File: src/rtl/fd_reg_pkg.sv
// Shared CPU constants and the F/D pipeline bundle type.
// The PC, NPC and CP0 blocks use the same package.
package cpu_defs;

    localparam logic [31:0] RESET_PC  = 32'h0000_3000;
    localparam logic [31:0] EXC_ENTRY = 32'h0000_4180;
    localparam logic [31:0] NOP       = 32'h0000_0000;
    localparam logic [4:0]  EXC_NONE  = 5'd0;
    localparam logic [4:0]  EXC_ADEL  = 5'd4;

    typedef struct packed {
        logic [31:0] instr;
        logic [31:0] pc;
        logic [31:0] pc8;
        logic [4:0]  exc;
        logic        bd;
        logic        valid;
    } fd_bundle_t;

    // Link address; wraps modulo 2^32 by design.
    function automatic logic [31:0] pc_plus8(input logic [31:0] pc);
        return pc + 32'd8;
    endfunction

endpackage

File: src/rtl/fd_reg.sv
// Fetch-to-decode pipeline register: capture, hold on stall, flush on
// interrupt/exception, and delay-slot tracking for EPC/Cause.BD.
module fd_reg
    import cpu_defs::*;
#(
    parameter logic [31:0] RESET_PC = cpu_defs::RESET_PC,
    parameter logic [31:0] NOP      = cpu_defs::NOP
) (
    input  logic        clk,
    input  logic        reset,
    input  logic [31:0] instr_f,
    input  logic [31:0] pc_f,
    input  logic [4:0]  exc_f,
    input  logic        jump_d,
    input  logic        stall,
    input  logic        intexc,
    output logic [31:0] instr_d,
    output logic [31:0] pc_d,
    output logic [31:0] pc8_d,
    output logic [4:0]  exc_d,
    output logic        bd_d,
    output logic        valid_d
);

    localparam fd_bundle_t FD_RESET = '{
        instr: NOP,
        pc:    RESET_PC,
        pc8:   RESET_PC + 32'd8,
        exc:   EXC_NONE,
        bd:    1'b0,
        valid: 1'b0
    };

    fd_bundle_t fd_d;
    fd_bundle_t fd_q;

    // Next-state: flush beats stall, stall beats capture.
    always_comb begin
        fd_d = fd_q;
        if (intexc) begin
            // Bubble keeps the current fetch PC so a later interrupt has a valid EPC.
            fd_d.instr = NOP;
            fd_d.pc    = pc_f;
            fd_d.pc8   = pc_plus8(pc_f);
            fd_d.exc   = EXC_NONE;
            fd_d.bd    = 1'b0;
            fd_d.valid = 1'b0;
        end else if (!stall) begin
            fd_d.instr = (exc_f == EXC_NONE) ? instr_f : NOP;
            fd_d.pc    = pc_f;
            fd_d.pc8   = pc_plus8(pc_f);
            fd_d.exc   = exc_f;
            fd_d.bd    = jump_d;
            fd_d.valid = 1'b1;
        end else begin
            fd_d = fd_q;
        end
    end

    // Stage register with asynchronous active-low reset.
    always_ff @(posedge clk or negedge reset) begin
        if (!reset) begin
            fd_q <= FD_RESET;
        end else begin
            fd_q <= fd_d;
        end
    end

    assign instr_d = fd_q.instr;
    assign pc_d    = fd_q.pc;
    assign pc8_d   = fd_q.pc8;
    assign exc_d   = fd_q.exc;
    assign bd_d    = fd_q.bd;
    assign valid_d = fd_q.valid;

endmodule

File: config.mk
export PLATFORM = sky130hd
export DESIGN_NAME = fd_reg
export DESIGN_NICKNAME = d
export VERILOG_FILES = /design/src/rtl/fd_reg_pkg.sv /design/src/rtl/fd_reg.sv
export SDC_FILE = /design/constraint.sdc
export NUM_CORES = 1
export LEC_CHECK = 0
export CORE_ASPECT_RATIO = 1.1
export CORE_MARGIN = 1
export CORE_UTILIZATION = 30
export CTS_BUF_LIST = sky130_fd_sc_hd__clkbuf_8
export CTS_CLUSTER_DIAMETER = 150
export DETAILED_ROUTE_END_ITERATION = 12
export SYNTH_ARGS = -nofsm -noshare
export SYNTH_HDL_FRONTEND = slang
export SYNTH_SLANG_ARGS = --single-unit
File: constraint.sdc
create_clock -name clk -period 1.5 [get_ports clk]
set_clock_uncertainty 0.15 [all_clocks]
set_input_delay 0.3 -clock clk [delete_from_list [all_inputs] [get_ports clk]]
set_output_delay 0.3 -clock clk [all_outputs]
set_load 0.1 [all_outputs]
After elaboration in Yosys (flattened, before gate mapping) --
Cells that the tools add are included.
Storage, ports and cells: memories kept 0, bits in read-only memories 0, bits in registers 103, output and inout bits 103, input port bits 74, bits in writable memories 0, latch bits 0
Cells by class: mux-type cells 3, $add $sub $neg 1, divide/modulo/power cells 0, order comparisons 0, reduce and logical (&&, ||, !) cells 1, multiply operators 0, equality and inequality tests 1, bitwise operators 0, shift operators 0
Operator list (count):
- 2-to-1 mux 103 bit | 2
- adder 32 x 4 -> 32 bit, second input constant | 1
- 2-to-1 mux 32 bit | 1
- zero test 5 bit | 1
- inequality test 2 x 1 -> 1 bit, second input constant | 1

Logic depth before layout (Yosys ltp) --
word-level depth 4, mapped depth 7

Worst setup path before layout --
OpenSTA, ideal clock, no wires.
path kind input to register, start point input pc_f[3], end point register fd_q (netlist bit pc8_d[29]), slack -0.291 ns, cell stages on the path 6, arrival 1.559 ns, cell sequence ha_1 and3_2 nand2_4 buf_6 or4_1 a31oi_1
Between the ends: word-level cells in the longest chain between the ends 3
Ends and longest elaborated chain:
- from (decl) | line fd_reg.sv:12 | input logic [31:0] pc_f,
- adder 32 x 4 -> 32 bit (*) | line fd_reg_pkg.sv:22 | return pc + 32'd8;
- 2-to-1 mux 103 bit | line fd_reg.sv:48 | end else if (!stall) begin
- 2-to-1 mux 103 bit (*) | line fd_reg.sv:40 | if (intexc) begin
- to (signal assigned) | line fd_reg.sv:63 | fd_q <= FD_RESET;
- to (signal assigned) | line fd_reg.sv:65 | fd_q <= fd_d;
- to (decl) | line fd_reg.sv:35 | fd_bundle_t fd_q;
Mark *: on every way between the ends. The rest lies on a longest branch, timed or not. The select of a mux whose other input is x is not followed. A chain may end at the register's enable or synchronous reset.

Worst setup path after layout --
start point register fd_q (netlist bit pc8_d[12]), end point output pc8_d[12]
RTL lines:
- to (decl) | line fd_reg.sv:19 | output logic [31:0] pc8_d,
No word-level cell between the ends.

==> flow_metrics.py <==
metrics = {
    "place": {
        "dp_hpwl_mm": 10.1,
        "port_buffers": 176,
        "gp_congestion": 0.773,
        "pre_cts_slack_ns": -0.737,
    },
    "synthesis": {
        "ys_warn_count": 0,
        "syn-num-nets": 491,
        "netlist_area_mm2": 0.00428,
        "synthesis.instances": 416,
        "synth-seq-area-share_pct": 58.7,
        "postSynthAreaPerCell_um2": 10.3,
        "synth-seq-cells": 100,
        "synth_cell_types": 36,
    },
    "job": {
        "maxCapViolCount": 0,
    },
    "routing": {
        "drtIter0Drc": 224,
        "drtPass1Iterations": 4,
        "via_per_inst": 4.77,
        "final_antenna_net_count": 0,
        "wire_per_inst_um": 16.1,
        "drc": 0,
        "wl_mm": 13.7,
        "vias": 4052,
    },
    "timing": {
        "period_share_pct": 104,
        "worst_slack_ns": -0.0647,
        "rsz0062_at_grt": "yes",
        "fin_crit_ns": 1.56,
        "finalSetupViolCount": 5,
        "maxSlewViolCount": 0,
        "finalHoldViolations": 0,
        "tightest_slew_ns": 0.418,
        "fmax_mhz": 639,
        "slew_headroom_pct": 72.1,
    },
    "finish": {
        "nFillCells": 1199,
        "antenna-diode-count": 0,
        "final_util_pct": 58.8,
        "area_growth_pct": 90.4,
        "layout-drive-gt1-share_pct": 38.2,
        "nets": 732,
    },
    "clock_tree": {
        "clock_sinks": 100,
        "cts_tree": "yes",
        "cts_root_buffer": "clkbuf_8",
        "clk_path_buf_depth": 2,
        "htree_levels": 3,
        "cts_buffers": 9,
        "path_clk_slew_ns": 0.10,
        "clk_latency_ns": 0.36,
    },
    "grt": {
        "grt_pass1_vias": 4416,
        "grt.overflow.total": 0,
        "antenna_found_initial": 0,
        "gr-usage-met3_pct": 4.55,
        "track_usage_pct": 19.7,
        "met2_usage_pct": 34.5,
        "busiest_layer": "met2",
        "grt_max_degree": 68,
        "grt_pass1_wl_mm": 22.4,
        "grt_use_met1_pct": 22.4,
    },
    "critical_path": {
        "cp.required_ns": 1.05,
        "worst-setup-path-type": "flip-flop to primary output",
        "critical_path_buf_inv_count": 1,
        "slowest_stage": "dfstp_2",
        "worstPathMaxFanout": 2,
        "critPathTopFamily": "flip-flops",
        "path_cells": "buf_12",
        "arrival_ns": 1.11,
        "start_kind": "flip-flop",
        "end_kind": "primary output",
        "slowest_delay_ns": 0.57,
    },
    "floorplanning": {
        "placeableCoreArea_mm2": 0.0139,
        "ios": 177,
        "num_rows": 45,
        "dieArea_mm2": 0.0147,
        "start_util_pct": 30.9,
        "die_h_um": 127,
        "die_x_um": 116,
    },
    "status": {
        "violations": "negative setup slack",
        "run_status": "finished, violations left",
    },
    "power_and_ir_drop": {
        "totalPowerFinal_uw": 7420,
        "p_leak_uw": 0.00371,
        "worst_ir_drop_vdd_uv": 528,
        "cellPowerDensity_mw_per_mm2": 911,
    },
    "worst_hold_path": {
        "hp-class": "primary input to flip-flop",
    },
}
[where the power goes]
group / switching [uW] / total, uW / internal (uW)
sequential: 183 / 3040 / 2860
combinational: 1660 / 2640 / 983
clock: 950 / 1740 / 785
total: 2790 / 7420 / 4630
[through the flow]
stage          setup TNS [ns]  cells  instance area (um^2)  hold slack, ns
3_3_place_gp           -47.36    819                  7760           0.187
2_1_floorplan           -4.47    416                  4360          -0.146
6_report               -0.292    850                  8140          0.0234
5_1_grt                -0.464    850                  8140          0.0221
4_1_cts                 -2.31    851                  8170         0.00748
3_5_place_dp           -48.25    819                  7760           0.196
[synth_stat cells]
library cell	count	area, um^2
buf_2	7	35.0
nor4_2	1	12.5
mux2i_1	6	60.1
buf_4	3	22.5
and4_2	1	10.0
clkbuf_1	15	56.3
or3_1	1	6.26
o31ai_1	11	82.6
inv_1	2	7.51
xnor2_1	3	26.3
dfstp_2	5	131
nand2b_1	1	6.26
nor2b_1	1	6.26
nand4_1	8	50.1
and3_1	6	37.5
buf_6	3	33.8
xor2_1	9	78.8
and3_2	3	22.5
nand2_1	119	447
or4_1	13	97.6
a22o_1	32	280
dfrtp_1	95	2380
nand3_4	1	17.5
nand3_1	11	55.1
and4_1	2	17.5
ha_1	1	12.5
a21oi_1	1	5.00
o211ai_1	1	7.51
o21ai_0	14	70.1
buf_1	3	11.3
a31oi_1	12	75.1
a31o_2	2	17.5
nor2_1	20	75.1
o21a_1	1	7.51
nand2_4	1	11.3
and2_1	1	6.26
[registers in the layout, indices dropped and copies added (netlist names)]
signal   cells
instr_d     32
pc8_d       32
pc_d        29
exc_d        5
bd_d         1
valid_d      1
[logic make-up (layout without fill, tap and decap cells)]
group | Yosys count | count (layout) | synth area share, %
buf+inv | 33 | 278 | 3.89
flops | 100 | 100 | 58.7
compound gates | 74 | 74 | 12.8
fa+ha+maj | 1 | 1 | 0.293
mux | 6 | 6 | 1.40
simple gates | 190 | 191 | 20.5
xor+xnor | 12 | 12 | 2.46
[final cells by class]
| class | count | area (um^2) | share of cell area (%) |
|---|---|---|---|
| multi-input cells | 284 | 1700 | 20.9 |
| clock buffers | 13 | 179 | 2.20 |
| clock inverters | 3 | 18.8 | 0.230 |
| inverters | 2 | 7.51 | 0.0922 |
| well taps | 188 | 235 | 2.89 |
| repair buffers | 260 | 3490 | 42.8 |
| flip-flops and latches | 100 | 2510 | 30.9 |
[placed cells by master, fill, tap and decap left out, types with 2 or more instances in the layout]
cell type	Yosys	layout
a31oi_1	12	12
buf_6	3	9
or4_4	0	2
buf_16	0	3
and3_4	0	7
dfstp_2	5	5
dlygate4sd2_1	0	8
nand2_1	119	119
inv_1	2	2
o21ai_0	14	13
buf_4	3	68
nand4_1	8	8
clkdlybuf4s15_2	0	2
dfrtp_1	95	92
mux2i_1	6	6
clkbuf_2	0	4
buf_12	0	108
xor2_1	9	9
xnor2_1	3	3
or4_1	13	11
nor2_1	20	20
clkdlybuf4s50_1	0	40
a22o_1	32	32
o31ai_1	11	11
and3_2	3	2
clkinv_2	0	2
nand3_1	11	11
clkbuf_8	0	13
a31o_2	2	2
buf_2	7	13
nand3_4	1	2
dfrtp_2	0	3
clkdlybuf4s15_1	0	3
[final timing paths]
kind,start,endpoint,slack (ns),cells past startpoint
max,pc8_d[12]$_DFFE_PN1P_,pc8_d[12],-0.06,1
min,exc_f[3],exc_d[3]$_DFFE_PN0P_,0.02,3
max reg2reg,pc8_d[12]$_DFFE_PN1P_,pc8_d[12]$_DFFE_PN1P_,0.57,2
min reg2reg,pc_d[12]$_DFFE_PN1P_,pc_d[12]$_DFFE_PN1P_,0.33,2
max in group asynchronous,reset,instr_d[26]$_DFFE_PN0P_,0.52,3
min in group asynchronous,reset,valid_d$_DFFE_PN0P_,0.33,3
[per-layer routing]
layer | vias to the layer above | part of all wire [%]
li1 | 1940 | -
met1 | 1956 | 39
met2 | 128 | 52
met3 | 28 | 6.0
met4 | 0 | 3.2
met5 | - | 0
[timing repair]
| action | CTS | global route |
|---|---|---|
| hold buffers | 1 | 0 |
| hold endpoints to repair | 95 | 0 |
| gates resized for setup | 103 | 13 |
| endpoints found under the setup margin | 91 | 64 |
| buffers inserted | 10 | 0 |
| pin swaps | 27 | 7 |
| cloned | 5 | 0 |
Note: power is estimated with default switching activity, not from simulation.
